## config.mk

```make
export PLATFORM = sky130hd
export DESIGN_NAME = pipe_hazard_ctrl
export DESIGN_NICKNAME = d
export VERILOG_FILES = /design/src/rtl/pipe_pkg.sv /design/src/rtl/mdu_seq.sv /design/src/rtl/pipe_hazard_ctrl.sv
export SDC_FILE = /design/constraint.sdc
export NUM_CORES = 1
export LEC_CHECK = 0
export CORE_MARGIN = 3
export CORE_UTILIZATION = 50
export DETAILED_ROUTE_END_ITERATION = 12
export DONT_BUFFER_PORTS = 1
export HOLD_SLACK_MARGIN = 0.15
export MAX_ROUTING_LAYER = met4
export PLACE_DENSITY = 0.64
export SETUP_SLACK_MARGIN = 0.4
export SYNTH_ARGS = -nofsm -noshare
export SYNTH_HDL_FRONTEND = slang
export SYNTH_HIERARCHICAL = 1
export SYNTH_SLANG_ARGS = --single-unit
```

## constraint.sdc

```tcl
create_clock -name clk -period 5.2 [get_ports clk]
set_clock_uncertainty 0.2 [all_clocks]
set_input_delay 1.56 -clock clk [delete_from_list [all_inputs] [get_ports clk]]
set_output_delay 1.56 -clock clk [all_outputs]
set_load 0.02 [all_outputs]
```

## src/rtl/pipe_pkg.sv

```systemverilog
// Shared encodings for the pipeline hazard controller: forwarding selects,
// MDU op codes and the MDU sequencer state type.
package pipe_pkg;

    localparam logic [1:0] FWD_RF   = 2'b00;
    localparam logic [1:0] FWD_EXE  = 2'b01;
    localparam logic [1:0] FWD_MEM  = 2'b10;

    localparam logic [1:0] MDU_NONE = 2'b00;
    localparam logic [1:0] MDU_MUL  = 2'b01;
    localparam logic [1:0] MDU_DIV  = 2'b10;

    typedef enum logic [1:0] {
        ST_IDLE = 2'b00,
        ST_MUL  = 2'b01,
        ST_DIV  = 2'b10,
        ST_DONE = 2'b11
    } mdu_state_t;

    function automatic int max2(input int a, input int b);
        return (a > b) ? a : b;
    endfunction

endpackage

```

## src/rtl/mdu_seq.sv

```systemverilog
// Multi-cycle MDU sequencer: launches a mult/div when ID is not stalled and
// counts its latency, with a one-cycle DONE state in which HI/LO are written.
module mdu_seq
    import pipe_pkg::*;
#(
    parameter int MUL_LAT = 4,
    parameter int DIV_LAT = 32
) (
    input  logic       clk,
    input  logic       reset,
    input  logic [1:0] op,
    input  logic       stall,
    output logic       mdu_start,
    output logic       mdu_busy,
    output mdu_state_t state
);

    localparam int CW = $clog2(max2(MUL_LAT, DIV_LAT)) + 1;

    logic [CW-1:0] cnt;
    mdu_state_t    state_nxt;

    always_ff @(posedge clk or posedge reset) begin
        if (reset) begin
            state <= ST_IDLE;
            cnt   <= '0;
        end else begin
            state <= state_nxt;
            if (mdu_start)
                cnt <= (op == MDU_MUL) ? CW'(MUL_LAT - 1) : CW'(DIV_LAT - 1);
            else if (cnt != '0)
                cnt <= cnt - 1'b1;
        end
    end

    always_comb begin
        state_nxt = state;
        case (state)
            ST_IDLE: if (mdu_start) state_nxt = (op == MDU_MUL) ? ST_MUL : ST_DIV;
            ST_MUL,
            ST_DIV:  if (cnt == '0) state_nxt = ST_DONE;
            ST_DONE: state_nxt = ST_IDLE;
            default: state_nxt = ST_IDLE;
        endcase
    end

    // Op code 11 is reserved and never launches the unit.
    always_comb begin
        mdu_start = (state == ST_IDLE) && (op == MDU_MUL || op == MDU_DIV) && !stall;
        mdu_busy  = (state != ST_IDLE);
    end

endmodule

```

## src/rtl/pipe_hazard_ctrl.sv

```systemverilog
// Stall/bubble/forward controller for the 5-stage pipeline.
// Build option: define FORWARD_EN to enable the EXE/MEM forwarding network.
module pipe_hazard_ctrl
    import pipe_pkg::*;
#(
    parameter int MUL_LAT = 4,
    parameter int DIV_LAT = 32
) (
    input  logic       clk,
    input  logic       reset,
    input  logic [4:0] id_rs_addr,
    input  logic [4:0] id_rt_addr,
    input  logic       id_uses_rs,
    input  logic       id_uses_rt,
    input  logic [1:0] id_mdu_op,
    input  logic       id_reads_hilo,
    input  logic       exe_rf_we,
    input  logic [4:0] exe_rf_waddr,
    input  logic       exe_is_load,
    input  logic       mem_rf_we,
    input  logic [4:0] mem_rf_waddr,
    output logic       pc_we,
    output logic       ii_we,
    output logic       ie_we,
    output logic       ie_bubble,
    output logic [1:0] fwd_a_sel,
    output logic [1:0] fwd_b_sel,
    output logic       mdu_start,
    output logic       mdu_busy
);

    logic       exe_a, exe_b, mem_a, mem_b;
    logic       raw_exe, raw_mem, load_use, mdu_hold, stall;
    mdu_state_t mdu_state;

    // $0 is hardwired, so a write to it never creates a dependency.
    assign exe_a = id_uses_rs && exe_rf_we && (exe_rf_waddr != 5'd0) && (exe_rf_waddr == id_rs_addr);
    assign exe_b = id_uses_rt && exe_rf_we && (exe_rf_waddr != 5'd0) && (exe_rf_waddr == id_rt_addr);
    assign mem_a = id_uses_rs && mem_rf_we && (mem_rf_waddr != 5'd0) && (mem_rf_waddr == id_rs_addr);
    assign mem_b = id_uses_rt && mem_rf_we && (mem_rf_waddr != 5'd0) && (mem_rf_waddr == id_rt_addr);

    assign raw_exe  = exe_a || exe_b;
    assign raw_mem  = mem_a || mem_b;
    assign load_use = raw_exe && exe_is_load;
    assign mdu_hold = (mdu_state != ST_IDLE) && (id_reads_hilo || id_mdu_op != MDU_NONE);

`ifdef FORWARD_EN
    assign stall     = load_use || mdu_hold;
    assign fwd_a_sel = exe_a ? FWD_EXE : (mem_a ? FWD_MEM : FWD_RF);
    assign fwd_b_sel = exe_b ? FWD_EXE : (mem_b ? FWD_MEM : FWD_RF);
`else
    // Without forwarding, ID waits until the writer reaches WB (write-before-read).
    assign stall     = raw_exe || raw_mem || mdu_hold;
    assign fwd_a_sel = FWD_RF;
    assign fwd_b_sel = FWD_RF;
`endif

    assign pc_we     = !stall;
    assign ii_we     = !stall;
    assign ie_we     = 1'b1;
    assign ie_bubble = stall;

    mdu_seq #(
        .MUL_LAT (MUL_LAT),
        .DIV_LAT (DIV_LAT)
    ) u_mdu (
        .clk       (clk),
        .reset     (reset),
        .op        (id_mdu_op),
        .stall     (stall),
        .mdu_start (mdu_start),
        .mdu_busy  (mdu_busy),
        .state     (mdu_state)
    );

endmodule

```

# [Yosys cells after proc, flatten, opt, wreduce, memory -nomap -nowiden]
# Cells that the tools add are included.
[op_classes] n_reduce_logical=32 muxes=7 addsub=1 eq_ne=11
[op_table] operator="$eq 5x5->1" n=4
[op_table] operator="$logic_and 1x1->1" n=15
[op_table] operator="$mux 6" n=2
[op_table] operator="$reduce_bool 5->1" n=2
[op_table] operator="$eq 2x2->1 const B" n=3
[op_table] operator="$logic_not 6->1" n=1
[op_table] operator="$logic_or 1x1->1" n=6
[op_table] operator="$mux 2" n=3
[op_table] operator="$pmux 2 s3" n=1
[op_table] operator="$reduce_bool 2->1" n=3
[op_table] operator="$reduce_bool 6->1" n=1
[op_table] operator="$sub 6x1->6 const B" n=1
[op_table] operator="$mux 5" n=1
[op_table] operator="$eq 2x1->1 const B" n=2
[op_table] operator="$logic_not 2->1" n=1
[op_table] operator="$ne 2x1->1 const B" n=1
[op_table] operator="$ne 2x2->1 const B" n=1
[op_table] operator="$reduce_and 2->1" n=1
[op_table] operator="$reduce_or 2->1" n=1
[op_table] operator="$logic_not 1->1" n=1
[totals] out_inout_bits=10 input_bits=30 register_bits=8 wordCells=53

# [Logic depth before layout (Yosys ltp)]
[depth] depth_word=10 ltp_mapped=8 ltp_nobuf=7

# [Cells and area by module]
# The synthesis kept the hierarchy.
[by_module_without_submodules] mod="mdu_seq" area_each_um2=549.3 cells_each=56 n_inst=1 seq_area_each_um2=200.2
[by_module_without_submodules] mod="pipe_hazard_ctrl" area_each_um2=336.6 cells_each=43 n_inst=1 seq_area_each_um2=0.0

# [Worst setup path before layout]
# Ideal clock, no wire load.
[synth_timing] path_kind="input port to output port" from="input port mem_rf_waddr[0]" to="output port mdu_start" arrival_time_ns=3.289 cell_stages=6 path_buffers=1 slack_ns=0.151 required_ns=3.440 path_cell_list="or4_1 > o21ai_1 > o221ai_1 > or3b_1 > clkbuf_1 > inv_1"
[synth_via] elab_chain_len=8 elab_cells_between_ends=12 cone_classes="eq/ne: 2; reduce/logical: 10"
[synth_lines] item="from (decl)" line_no="pipe_hazard_ctrl.sv:21" rtl="input logic [4:0] mem_rf_waddr,"
[synth_lines] item="$reduce_bool 5->1" line_no="pipe_hazard_ctrl.sv:39, pipe_hazard_ctrl.sv:40"
[synth_lines] item="$logic_and 1x1->1, on equally long branches (2 in series)" line_no="pipe_hazard_ctrl.sv:39, pipe_hazard_ctrl.sv:40"
[synth_lines] item="$logic_or 1x1->1 (*)" line_no="pipe_hazard_ctrl.sv:43" rtl="assign raw_mem = mem_a || mem_b;"
[synth_lines] item="$logic_or 1x1->1 (*) (2 in series)" line_no="pipe_hazard_ctrl.sv:53" rtl="assign stall = raw_exe || raw_mem || mdu_hold;"
[synth_lines] item="net ie_bubble" line_no="pipe_hazard_ctrl.sv:25" rtl="output logic ie_bubble,"
[synth_lines] item="$logic_not 1->1 (*)" line_no="mdu_seq.sv:49" rtl="mdu_start = (state == ST_IDLE) && (op == MDU_MUL || op == MDU_DIV) && !stall;"
[synth_lines] item="$logic_and 1x1->1 (*)" line_no="mdu_seq.sv:49"
[synth_lines] item="to (decl)" line_no="pipe_hazard_ctrl.sv:28" rtl="output logic mdu_start,"
# Mark *: on every way through the listed nets, which the timed path passes. The rest lies on a longest branch.

# [Worst setup path after layout]
[layout_timing] from="input port mem_rf_waddr[3]" to="output port mdu_start"
# Same word-level chain as after synthesis.

==> flow_results.org <==
** Status
- Status :: finished, final reports clean

** Timing
- Setup violations remaining at the end of the flow were counted as 0.
- Adding up every negative setup slack in the final design gives 0 ps.
- Fmax :: 210 MHz
- The final hold violation count came to 0.
- Worst slack on hold paths :: 338 ps
- Final clock period utilization by the worst path :: 0.917
- RSZ-0062 raised after global routing :: true
- Max Transition Viols Final :: 0
- Final min period :: 4770 ps

** Routing
- Detailed-route wire length per cell :: 13.7 um
- For this run, design rule violations remaining after detail routing come to 0.
- Vias :: 650
- After detailed routing, no signal wire sits above met3.
- After the first detailed-routing iteration, the DRC count stood at 5.
- Once detail routing completed, the nets flagged for antenna violations numbered 0.
- Met1 WL :: 656 um
- After detailed routing, the total wire length is 1690 um.
- Drt via density :: 5.28
- The pre-antenna-repair detailed-routing pass consisted of 4 iterations.
- Met2 Routed Length :: 893 um
- Detailed routing placed a total of 140 um of wire on met3.

** Setup path
- Endpoint type of the worst setup path :: primary output
- Slowest-stage cell, CP :: or4_4
- The number of cells on the worst reg-to-reg path is 6.
- Class of the most critical setup path :: input port to primary output
- Worst setup path endpoint :: mdu_start
- For the worst setup path, the data arrival time is 3010 ps.
- Worst setup path startpoint :: mem_rf_waddr[3]
- Count of cell instances traversed by the critical path :: 5
- The endpoint identified for the worst register-to-register timing path is u_mdu/cnt[2].
- Startpoint of the most critical register-to-register path :: u_mdu/state[0]
- On the worst path, the slowest cell contributes a delay of 540 ps.
- The critical path goes through or4_4, o21ai_4, o221ai_4, or3b_4, clkinv_4.
- Critical path data required time :: 3440 ps
- The number of buffers and inverters on the critical path is 1.
- Kind of cell adding the most delay to the critical path :: simple AND/OR/NAND/NOR gates
- Maximum fanout encountered on the critical timing path :: 3
- In this run the register-to-register setup slack is 3110 ps.
- Kind of start point of the critical path :: input port

** Placed design
- Summed over all nets, the half-perimeter wirelength after detailed placement is 1460 um.
- Dpl cells :: 120
- At the end of routability-driven placement, the weighted congestion stood at 0.812.
- Number of port buffers :: 0
- Once placement finished, the instance area stood at 927 um^2.

** Floorplan
- In this run the vertical extent of the chip is 48.1 um.
- 40 I/O pins were placed.
- Full die area :: 2310 um^2
- The initial utilization of the core area, before any placement, comes to 0.556.
- Number of standard-cell rows in the floorplan :: 14
- Core area :: 1590 um^2
- The floorplan step set the die width to 48.1 um.

** GRT
- Entering global routing, the biggest net connects 9 pins.
- Remaining global-route overflow :: 0
- The first global-routing pass estimated 2390 um of wire.
- The initial antenna violation count was 0.
- Number of global-route vias before repair :: 624
- Overall track demand over capacity in global routing :: 0.158

** Synth
- Post-synthesis cell area :: 886 um^2
- Of the synthesized area, sequential elements account for 0.226.
- The Yosys step of the flow raised 6 warnings.
- Number of distinct standard cells referenced by the synthesized netlist :: 34
- Share of the synthesized area in the top cell type :: 0.226
- Synth Instances :: 99
- In this run the mean area of a mapped cell was 8.95 um^2.
- Largest cells by area after synthesis :: dfrtp_1 (23%), xor2_1 (16%), ha_1 (7.1%)
- Of all cell types, the one taking the most synthesized area is dfrtp_1.
- Counting flops and latches in the post-synthesis netlist gives 8.

** Power
- PnR Total Power :: 0.000460 W
- For this design the ratio of total power to cell area is 475 nW/um^2.
- Leakage Power :: 0.399 nW
- IR analysis of the VDD net gives a maximum drop of 0.286 mV.

** Final layout
- Share of layout cells above drive strength 1 :: 0.192
- Layout net count :: 136
- The repair_antennas step left the layout with diodes totalling 0.
- Final Instance Area :: 970 um^2
- Layout overhead on the synthesized area :: 9.46%
- After the flow finishes, the layout carries non-filler instances totaling 123.

** Hold path
- Worst hold path type :: flip-flop to flip-flop
- Worst min-delay path startpoint :: u_mdu/state[1]

** Clocking
- CTS built an H-tree with a depth of 1.
- Clock buffers created by TritonCTS :: 3
- TritonCTS clock tree :: done
- Latest clock arrival within the worst-skew pair :: 240 ps
- Clock sink count :: 8
- Register clock-pin slew on the reported worst setup and hold paths :: 50 ps
- Root Buffer :: clkbuf_4
- Maximum clock path buffer count :: 2

** Job
- Max Cap Viol :: 0
through the flow:
step,setup WS [ps],util
2_1_floorplan,349,-
3_3_place_gp,313,0.582
3_5_place_dp,305,0.582
4_1_cts,392,0.604
5_1_grt,397,0.608
6_report,434,0.608
Yosys cell counts, drive strengths merged:
cell    count
or4         2
ha          5
inv        10
o22ai       3
o221a       1
nor3        3
or3b        1
conb        2
nor3b       2
and2        2
nand2       2
o21ai       8
dfrtp       8
clkbuf      1
or3         1
mux2        2
nand3b      1
a21bo       1
a21oi       2
o211ai      1
o221ai      1
nor4        4
o21a        1
nor2        1
a32oi       2
xnor2       7
nand2b      2
xor2       16
buf         6
o32ai       1
sequential cells by signal, summed over array words and instances, names as in the netlist:
register / flops
u_mdu/cnt: 6
u_mdu/state: 2
worst reg2reg max path, delay by kind of cell, from the launching register on:
| kind | cells | cell delay [ps] |
|---|---|---|
| buffers and inverters | 1 | 170 |
| and+or+nand+nor | 1 | 480 |
| DFF | 1 | 390 |
| AOI/OAI and AO/OA | 4 | 710 |
layout make-up:
type	count	area [um^2]
well taps	24	30.0
repair buffers	1	7.51
flip-flops and latches	8	200
fillers	140	624
clock buffers	3	22.5
inverters	10	42.5
multi-input cells	77	667
cell usage in the layout (no fill, tap or decap), types with 2 or more instances in the layout:
| cell | count |
|---|---|
| nor3_1 | 2 |
| nand2b_1 | 2 |
| mux2_1 | 2 |
| xnor2_1 | 7 |
| inv_1 | 9 |
| and2_1 | 2 |
| o21ai_4 | 2 |
| nand2_1 | 2 |
| dfrtp_1 | 8 |
| o22ai_1 | 3 |
| clkbuf_4 | 3 |
| nor4_1 | 3 |
| conb_1 | 5 |
| o21ai_0 | 4 |
| or4_4 | 2 |
| ha_1 | 5 |
| a32oi_1 | 2 |
| xor2_1 | 16 |
| a21oi_1 | 2 |
repair_timing:
item,CTS,global route
setup buffers,0,0
pin swaps,3,5
setup endpoints to repair,1,1
gates cloned,0,0
hold buffers,0,0
gates resized for setup,3,2
kinds of logic after synthesis:
| logic type | after synthesis | synth area share |
|---|---|---|
| other | 2 | 0.00848 |
| XOR/XNOR | 23 | 0.227 |
| flip-flops | 8 | 0.226 |
| buffers and inverters | 17 | 0.0975 |
| multiplexers | 2 | 0.0254 |
| AND/OR/NAND/NOR | 21 | 0.177 |
| adder cells (fa/ha/maj) | 5 | 0.0706 |
| AO/OA/AOI/OAI | 21 | 0.168 |
layer usage:
layer | track usage | vias up
met4 | 0.0806 | 0
met1 | 0.159 | 287
met5 | - | -
met2 | 0.285 | 27
met3 | 0.0295 | 0
li1 | - | 336
power by group:
part	leakage [nW]	total, W	internal [W]	switching, W
Clock	0.0138	0.0000435	0.0000262	0.0000173
Sequential	0.0960	0.000131	0.0000972	0.0000342
Combinational	0.289	0.000286	0.000132	0.000153
Total	0.399	0.000460	0.000256	0.000205
worst min path at each step:
stage / endpoint / cells after the start / slack (ps)
5_1_grt: u_mdu/state[1] / 1 / 360
4_1_cts: u_mdu/state[0] / 1 / 340
3_3_place_gp: u_mdu/state[0] / 1 / 330
6_report: u_mdu/state[1] / 1 / 340
2_1_floorplan: u_mdu/state[0] / 1 / 290
3_5_place_dp: u_mdu/state[0] / 1 / 330
No activity file was read; power rests on OpenSTA's default activity.
